## config.mk

```make
export PLATFORM = sky130hd
export DESIGN_NAME = fetch_prefetch_stage
export DESIGN_NICKNAME = d
export VERILOG_FILES = /design/src/rtl/fetch_prefetch_stage.sv
export SDC_FILE = /design/constraint.sdc
export NUM_CORES = 1
export LEC_CHECK = 0
export CORE_MARGIN = 2
export CORE_UTILIZATION = 30
export DETAILED_ROUTE_END_ITERATION = 8
export GPL_ROUTABILITY_DRIVEN = 0
export MAX_ROUTING_LAYER = met4
export PLACE_DENSITY = 0.59
export SYNTH_ARGS = -nofsm -noshare
export SYNTH_HDL_FRONTEND = slang
export SYNTH_SLANG_ARGS = --single-unit
```

## constraint.sdc

```tcl
create_clock -name clk -period 3.1 [get_ports clk]
set_clock_uncertainty 0.2 [all_clocks]
set_input_delay 0.62 -clock clk [delete_from_list [all_inputs] [get_ports clk]]
set_output_delay 0.62 -clock clk [all_outputs]
set_load 0.005 [all_outputs]
```

## src/rtl/fetch_prefetch_stage.sv

```systemverilog
// Instruction-fetch front end: owns the fetch PC, runs the req/ack handshake with
// instruction memory and buffers up to two {pc, ir} pairs for decode.
module fetch_prefetch_stage #(
    parameter logic [15:0] RESET_PC = 16'h0000
) (
    input  logic        clk,
    input  logic        rst,
    output logic        imem_req,
    output logic [15:0] imem_addr,
    input  logic        imem_ack,
    input  logic [15:0] imem_rdata,
    input  logic        redirect,
    input  logic [15:0] redirect_pc,
    input  logic        stall,
    output logic        valid,
    output logic [15:0] ir,
    output logic [15:0] currpc
);

    typedef enum logic [1:0] {
        IDLE,
        REQ,
        DRAIN
    } state_t;

    state_t      state_q, state_d;
    logic [15:0] fpc_q, fpc_d;
    logic [15:0] drain_addr_q, drain_addr_d;
    logic [1:0]  count_q, count_d;
    logic [31:0] buf_q [2];
    logic [31:0] buf_d [2];
    logic        pop, push, room;

    always_ff @(posedge clk or posedge rst) begin
        if (rst) begin
            state_q      <= IDLE;
            fpc_q        <= RESET_PC;
            drain_addr_q <= RESET_PC;
            count_q      <= '0;
            for (int unsigned i = 0; i < 2; i++) begin
                buf_q[i] <= '0;
            end
        end else begin
            state_q      <= state_d;
            fpc_q        <= fpc_d;
            drain_addr_q <= drain_addr_d;
            count_q      <= count_d;
            for (int unsigned i = 0; i < 2; i++) begin
                buf_q[i] <= buf_d[i];
            end
        end
    end

    always_comb begin
        pop  = (count_q != 2'd0) && !stall && !redirect;
        push = (state_q == REQ) && imem_ack && !redirect;

        // Pop shifts the head out first, so a same-edge push lands behind the survivor.
        buf_d[0] = buf_q[0];
        buf_d[1] = buf_q[1];
        count_d  = count_q;
        if (pop) begin
            buf_d[0] = buf_q[1];
            count_d  = count_q - 2'd1;
        end
        if (push) begin
            buf_d[count_d[0]] = {fpc_q, imem_rdata};
            count_d           = count_d + 2'd1;
        end
        if (redirect) begin
            count_d = '0;
        end

        if (redirect) begin
            fpc_d = redirect_pc;
        end else if (push) begin
            fpc_d = fpc_q + 16'd2;
        end else begin
            fpc_d = fpc_q;
        end

        drain_addr_d = (state_q == DRAIN) ? drain_addr_q : fpc_q;
        room         = (count_d <= 2'd1);

        state_d = state_q;
        if (redirect) begin
            state_d = ((state_q != IDLE) && !imem_ack) ? DRAIN : REQ;
        end else begin
            unique case (state_q)
                IDLE:    if (room) state_d = REQ;
                REQ:     if (imem_ack) state_d = room ? REQ : IDLE;
                DRAIN:   if (imem_ack) state_d = REQ;
                default: state_d = IDLE;
            endcase
        end
    end

    always_comb begin
        imem_req  = (state_q != IDLE);
        imem_addr = (state_q == DRAIN) ? drain_addr_q : fpc_q;
        valid     = (count_q != 2'd0);
        ir        = valid ? buf_q[0][15:0]  : '0;
        currpc    = valid ? buf_q[0][31:16] : '0;
    end

endmodule

```

==> impl_metrics.tcl, run 1 <==
set metrics [dict create \
    status "complete, no violations" \
    cts_buffers 9 \
    hold_end "drain_addr_q[12]" \
    setup_viol 0 \
    post-place-cells 697 \
    combPwrFrac 0.309 \
    vias_per_cell 4.725 \
    wl_um 11560 \
    max_cap_violations 0 \
    pwr-share-clk 0.232 \
    slowest_delay_ps 530 \
    post-route-cell-area_um2 6327 \
    dieArea_um2 17360 \
    synthCells 405 \
    antenna_found_initial 0 \
    min_period_ps 2910 \
    grt_setup_unrepaired "no" \
    cp-end-kind "output port" \
    die_w_um 131.8 \
    synthToLayoutAreaGrowth_pct 29.24 \
    cp_max_fo 23 \
    die_h_um 131.8 \
    grt_overflow 0 \
    netSwitchingPower_mw 1.293 \
    critPathSlowestCell "clkdlybuf4s50_1" \
    synth_cell_type_count 36 \
    dp_hpwl_um 7931 \
    grt_use_total 0.1445 \
    dpl_cell_area_um2 6063 \
    hp-start "drain_addr_q[12]" \
    hold_ws_ps 299.0 \
    powerDensity_nw_per_um2 703.9 \
    final-hold-violation-count 0 \
    p_sw_frac 0.2903 \
    ys_warn_count 0 \
    seq_power_share 0.459 \
    htreeDepth 3 \
    core_area_um2 15940 \
    whs_path_depth 1 \
    clk_pin_slew_ps 70 \
    crit_arrival_ps 2090 \
    cts_tree "yes" \
    rrSetupSlack_ps 420 \
    ys_seq_area_frac 0.5111 \
    finalMaxSlewViolations 0 \
    setup_ws_ps 190.0 \
    postSynthAreaPerCell_um2 12.09 \
    cts_root_buf "clkbuf_16" \
    start_util 0.3071 \
    wl_per_cell_um 16.22 \
    cp_data_required_time_ps 2280 \
    reg2reg_depth 7 \
    floorplan.rows 46 \
    drt-pass1-iter-count 4 \
    clkLatencyLatePin_ps 350 \
    dpl_worst_slack_ps 199.7 \
    synth_seq_cells 100 \
    worst-setup-path-type "reg2out" \
    min_period_over_period 0.9387 \
    cp_top_family "buffers and inverters" \
    hold_path_class "reg2reg" \
    drive_gt1_frac 0.1469 \
    syn_area_um2 4896 \
    grt_pass1_wl_um 19360 \
    synth_nets 445 \
    setup_tns_ps 0 \
    post_cts_buffers 0 \
    drc 0 \
    io_pins 87 \
    post-route-util 0.3969 \
    first_global_vias 3626 \
    r2r_end "buf_q[59]" \
    clock-sinks 100 \
    relSlewSlack 0.6177 \
    reg2reg_from "count_q[0]" \
    peakVddDrop_v 0.0003456 \
    path_cells "inv_2 -> ha_1 -> buf_4 -> nor2b_1 -> clkdlybuf4s50_1" \
    startpoint_type "register" \
    num_vias 3369 \
    drt_iter0_markers 173 \
    n_fill_cell 1522 \
    p_leak_nw 2.640 \
    ctsHoldBuffers 0 \
    internal_power_mw 3.161 \
    final_nets 532 \
    ant_nets 0 \
    diodes 0 \
    path_buf_inv 3 \
    instances_no_fill 713 \
    tightestPinTransition_ps 573.5 \
    max_freq_mhz 343.6 \
    clock_path_buffers 2 \
    post_cts_resized 0 \
    portBuffers 86 \
    grt_start_max_net_pins 101 \
    total_power_mw 4.454 \
]
==> power groups by stage <==
stage / combinational [mW] / sequential [mW] / clock, mW
finish: 1.37 / 2.04 / 1.04
global route: 1.53 / 2.11 / 1.13
CTS: 1.40 / 2.05 / 1.07
detailed placement: 1.39 / 2.06 / 0
global placement: 1.35 / 2.06 / 0
floorplan: 0.916 / 1.94 / 0
==> metal layers <==
metal / vias up / wire length, um / global-route usage
li1: 1602 / - / -
met2: 57 / 5621 / 0.2248
met4: 0 / 174 / 0.04952
met1: 1700 / 5419 / 0.1891
met3: 10 / 347 / 0.02845
met5: - / 0 / -
==> layout by cell type, fill, tap and decap left out, drive strengths merged, types with 3 or more instances in the layout <==
cell type / n
xor2: 5
mux2: 50
nand4: 4
inv: 8
o21ai: 16
a21oi: 3
clkbuf: 14
dfrtp: 100
clkdlybuf4s50: 86
xnor2: 12
buf: 16
mux2i: 71
nand2: 24
nor3: 6
nor4: 7
or3: 11
ha: 3
nor2: 4
o221a: 8
nor2b: 34
==> worst register-to-register path, stage by stage (launching register included) <==
cell and delay [ps]:
dfrtp_1 470, inv_2 90, ha_1 210, buf_4 220
nor3_4 210, buf_4 490, nand2_1 350, o221a_1 320
==> area by class of cell <==
type / count / area, um2 / share of cell area
flip-flops and latches: 100 / 2502 / 0.3955
multi-input cells: 270 / 2247 / 0.3552
repair buffers: 102 / 1006 / 0.1590
well taps: 216 / 270.3 / 0.04271
clock buffers: 14 / 254.0 / 0.04014
inverters: 9 / 37.54 / 0.005932
clock inverters: 2 / 10.01 / 0.001582
==> synthesized netlist by cell type <==
| master | number | area share |
|---|---|---|
| a21o_1 | 1 | 0.0015 |
| a21oi_1 | 3 | 0.0031 |
| and3_1 | 1 | 0.0013 |
| buf_1 | 1 | 0.00077 |
| buf_2 | 11 | 0.011 |
| buf_4 | 2 | 0.0031 |
| clkbuf_1 | 12 | 0.0092 |
| dfrtp_1 | 100 | 0.51 |
| ha_1 | 3 | 0.0077 |
| inv_1 | 8 | 0.0061 |
| inv_2 | 1 | 0.00077 |
| mux2_1 | 9 | 0.021 |
| mux2_2 | 41 | 0.094 |
| mux2i_1 | 71 | 0.15 |
| nand2_1 | 24 | 0.018 |
| nand3_1 | 1 | 0.0010 |
| nand3b_1 | 1 | 0.0015 |
| nand4_1 | 4 | 0.0051 |
| nand4b_1 | 2 | 0.0036 |
| nor2_1 | 4 | 0.0031 |
| nor2b_1 | 34 | 0.043 |
| nor3_1 | 4 | 0.0041 |
| nor3_2 | 1 | 0.0020 |
| nor3_4 | 1 | 0.0033 |
| nor4_1 | 7 | 0.0089 |
| nor4b_1 | 1 | 0.0018 |
| nor4bb_1 | 2 | 0.0041 |
| o21ai_0 | 3 | 0.0031 |
| o21ai_1 | 13 | 0.013 |
| o221a_1 | 8 | 0.018 |
| o22ai_1 | 1 | 0.0013 |
| o41ai_1 | 1 | 0.0018 |
| or2_1 | 1 | 0.0013 |
| or3_1 | 11 | 0.014 |
| xnor2_1 | 12 | 0.021 |
| xor2_1 | 5 | 0.0089 |
==> cell families after synthesis <==
| family | count (synthesis) | share of synthesized area |
|---|---|---|
| compound gates | 30 | 0.04242 |
| fa+ha+maj | 3 | 0.007668 |
| xor+xnor | 17 | 0.03041 |
| buf+inv | 35 | 0.03117 |
| flops | 100 | 0.5111 |
| mux | 121 | 0.2602 |
| simple gates | 99 | 0.1170 |
==> how the worst max path moves through the flow <==
stage / from / end / slack [ps] / cells after the start
floorplan: count_q[0] / register / 590 / 7
global placement: imem_ack / register / 240 / 5
detailed placement: imem_ack / buf_q[58] / 200 / 7
CTS: count_q[0] / currpc[15] / 160 / 5
global route: count_q[0] / currpc[15] / 90 / 5
finish: count_q[0] / currpc[15] / 190 / 5
Note: power is estimated with default switching activity, not from simulation.
==> run 2: changes to the inputs <==
--- a/config.mk
+++ b/config.mk
@@ -5,12 +5,14 @@
 export SDC_FILE = /design/constraint.sdc
 export NUM_CORES = 1
 export LEC_CHECK = 0
+export CAP_MARGIN = 20
 export CORE_MARGIN = 2
 export CORE_UTILIZATION = 30
 export DETAILED_ROUTE_END_ITERATION = 8
 export GPL_ROUTABILITY_DRIVEN = 0
 export MAX_ROUTING_LAYER = met4
-export PLACE_DENSITY = 0.59
+export PLACE_DENSITY = 0.57
 export SYNTH_ARGS = -nofsm -noshare
 export SYNTH_HDL_FRONTEND = slang
 export SYNTH_SLANG_ARGS = --single-unit
+export TNS_END_PERCENT = 30
==> constraint.sdc (replaced) <==
create_clock -name clk -period 3.43 [get_ports clk]
set_clock_uncertainty 0.2 [all_clocks]
set_input_delay 0.686 -clock clk [delete_from_list [all_inputs] [get_ports clk]]
set_output_delay 0.686 -clock clk [all_outputs]
set_load 0.005 [all_outputs]
==> impl_metrics.tcl, run 2 (synthesis gave the netlist of run 1 again) <==
set metrics [dict create \
    status "complete, no violations" \
    hold_ws_ps 297.7 \
    wl_per_cell_um 16.15 \
    powerDensity_nw_per_um2 665.2 \
    clk_pin_slew_ps 70 \
    reg2reg_depth 8 \
    post_cts_buffers 0 \
    dieArea_um2 17360 \
    portBuffers 86 \
    vias_per_cell 4.779 \
    final_nets 529 \
    core_area_um2 15940 \
    post_cts_resized 0 \
    drt-pass1-iter-count 4 \
    final-hold-violation-count 0 \
    startpoint_type "register" \
    reg2reg_from "count_q[0]" \
    max_cap_violations 0 \
    max_freq_mhz 316.2 \
    finalMaxSlewViolations 0 \
    diodes 0 \
    clock_path_buffers 2 \
    min_period_ps 3163 \
    setup_viol 0 \
    floorplan.rows 46 \
    hold_path_class "reg2reg" \
    clkLatencyLatePin_ps 350 \
    ant_nets 0 \
    whs_path_depth 1 \
    cp_max_fo 22 \
    die_h_um 131.8 \
    n_fill_cell 1545 \
    dp_hpwl_um 7931 \
    final_common_cell "dfrtp_1" \
    cts_buffers 9 \
    ctsHoldBuffers 0 \
    min_period_over_period 0.9221 \
    num_vias 3393 \
    cts_tree "yes" \
    crit_arrival_ps 2280 \
    clock-sinks 100 \
    relSlewSlack 0.5888 \
    tightestPinTransition_ps 616.8 \
    worst-setup-path-type "reg2out" \
    grt_start_max_net_pins 101 \
    rrSetupSlack_ps 490 \
    start_util 0.3071 \
    wl_um 11470 \
    multi_input_area_um2 2247 \
    grt_pass1_wl_um 19250 \
    drive_gt1_frac 0.1478 \
    htreeDepth 3 \
    die_w_um 131.8 \
    drc 0 \
    grt_use_total 0.1428 \
    io_pins 87 \
    peakVddDrop_v 0.0002582 \
    critPathSlowestCell "clkdlybuf4s50_1" \
    cp-end-kind "output port" \
    slowest_delay_ps 520 \
    p_leak_nw 2.666 \
    layout_common_cells "dfrtp_1, clkdlybuf4s50_1, mux2i_1, mux2_2, nor2b_1" \
    first_global_vias 3628 \
    setup_tns_ps 0 \
    grt_setup_unrepaired "no" \
    grt_overflow 0 \
    regArea_um2 2502 \
    path_cells "inv_2 -> ha_1 -> buf_12 -> nor2b_1 -> clkdlybuf4s50_1" \
    cp_data_required_time_ps 2540 \
    drt_iter0_markers 112 \
    cts_root_buf "clkbuf_16" \
    synthToLayoutAreaGrowth_pct 30.85 \
    antenna_found_initial 0 \
]
[run 2: changes by cell type in the layout (fill, tap and decap cells not counted), sizes merged]
cell      change
bufinv        +3
inv           +1
clkinv        -1
clkinvlp      +1
clkbuf        -4
buf           -3
[run 2: worst max path at each step]
stage | from | to | slack (ps) | cells after the start
4_1_cts | count_q[0] | currpc[13] | 240 | 5
3_5_place_dp | redirect | buf_q[61] | 320 | 5
3_3_place_gp | redirect | buf_q[62] | 460 | 5
6_report | count_q[0] | currpc[8] | 270 | 5
2_1_floorplan | count_q[0] | register | 920 | 7
5_1_grt | count_q[0] | currpc[11] | 150 | 5
[run 2: report_power, final]
part | switching (mW) | internal, mW | total [mW]
Sequential | 0.256 | 1.59 | 1.85
Combinational | 0.493 | 0.761 | 1.25
Clock | 0.446 | 0.715 | 1.16
[run 2: metal layers]
layer	GRT usage	vias to the layer above	part of all wire
met5	-	-	0
met2	0.2193	73	0.48
met4	0.05556	0	0.023
met3	0.02461	17	0.029
met1	0.1889	1709	0.47
li1	-	1594	-
[run 2: layout make-up]
class | instances | area share
Tap cell | 216 | 0.04219
Timing Repair Buffer | 99 | 0.1574
Clock buffer | 10 | 0.03574
Inverter | 9 | 0.005859
Multi-Input combinational cell | 270 | 0.3508
Sequential cell | 100 | 0.3906
Clock inverter | 6 | 0.01738
[run 2: critical path, delay by kind of cell, from the launching register on]
family                     cells  cell delay, ps
adders and majority gates      1             420
DFF                            1             470
buffers and inverters          3             870
and+or+nand+nor                1             160
[run 2: through the flow]
| step | instances | area [um2] | util | setup WS (ps) | power (mW) |
|---|---|---|---|---|---|
| 6_report | 710 | 6406 | 0.4018 | 267.1 | 4.261 |
| 5_1_grt | 710 | 6406 | 0.4018 | 147.0 | 4.539 |
| 4_1_cts | 710 | 6406 | 0.4018 | 237.3 | 4.322 |
| 3_5_place_dp | 694 | 6066 | 0.3805 | 317.2 | 3.134 |
| 3_3_place_gp | 694 | 6066 | 0.3805 | 458.2 | 3.086 |
| 2_1_floorplan | 405 | 4900 | - | 924.0 | 2.585 |
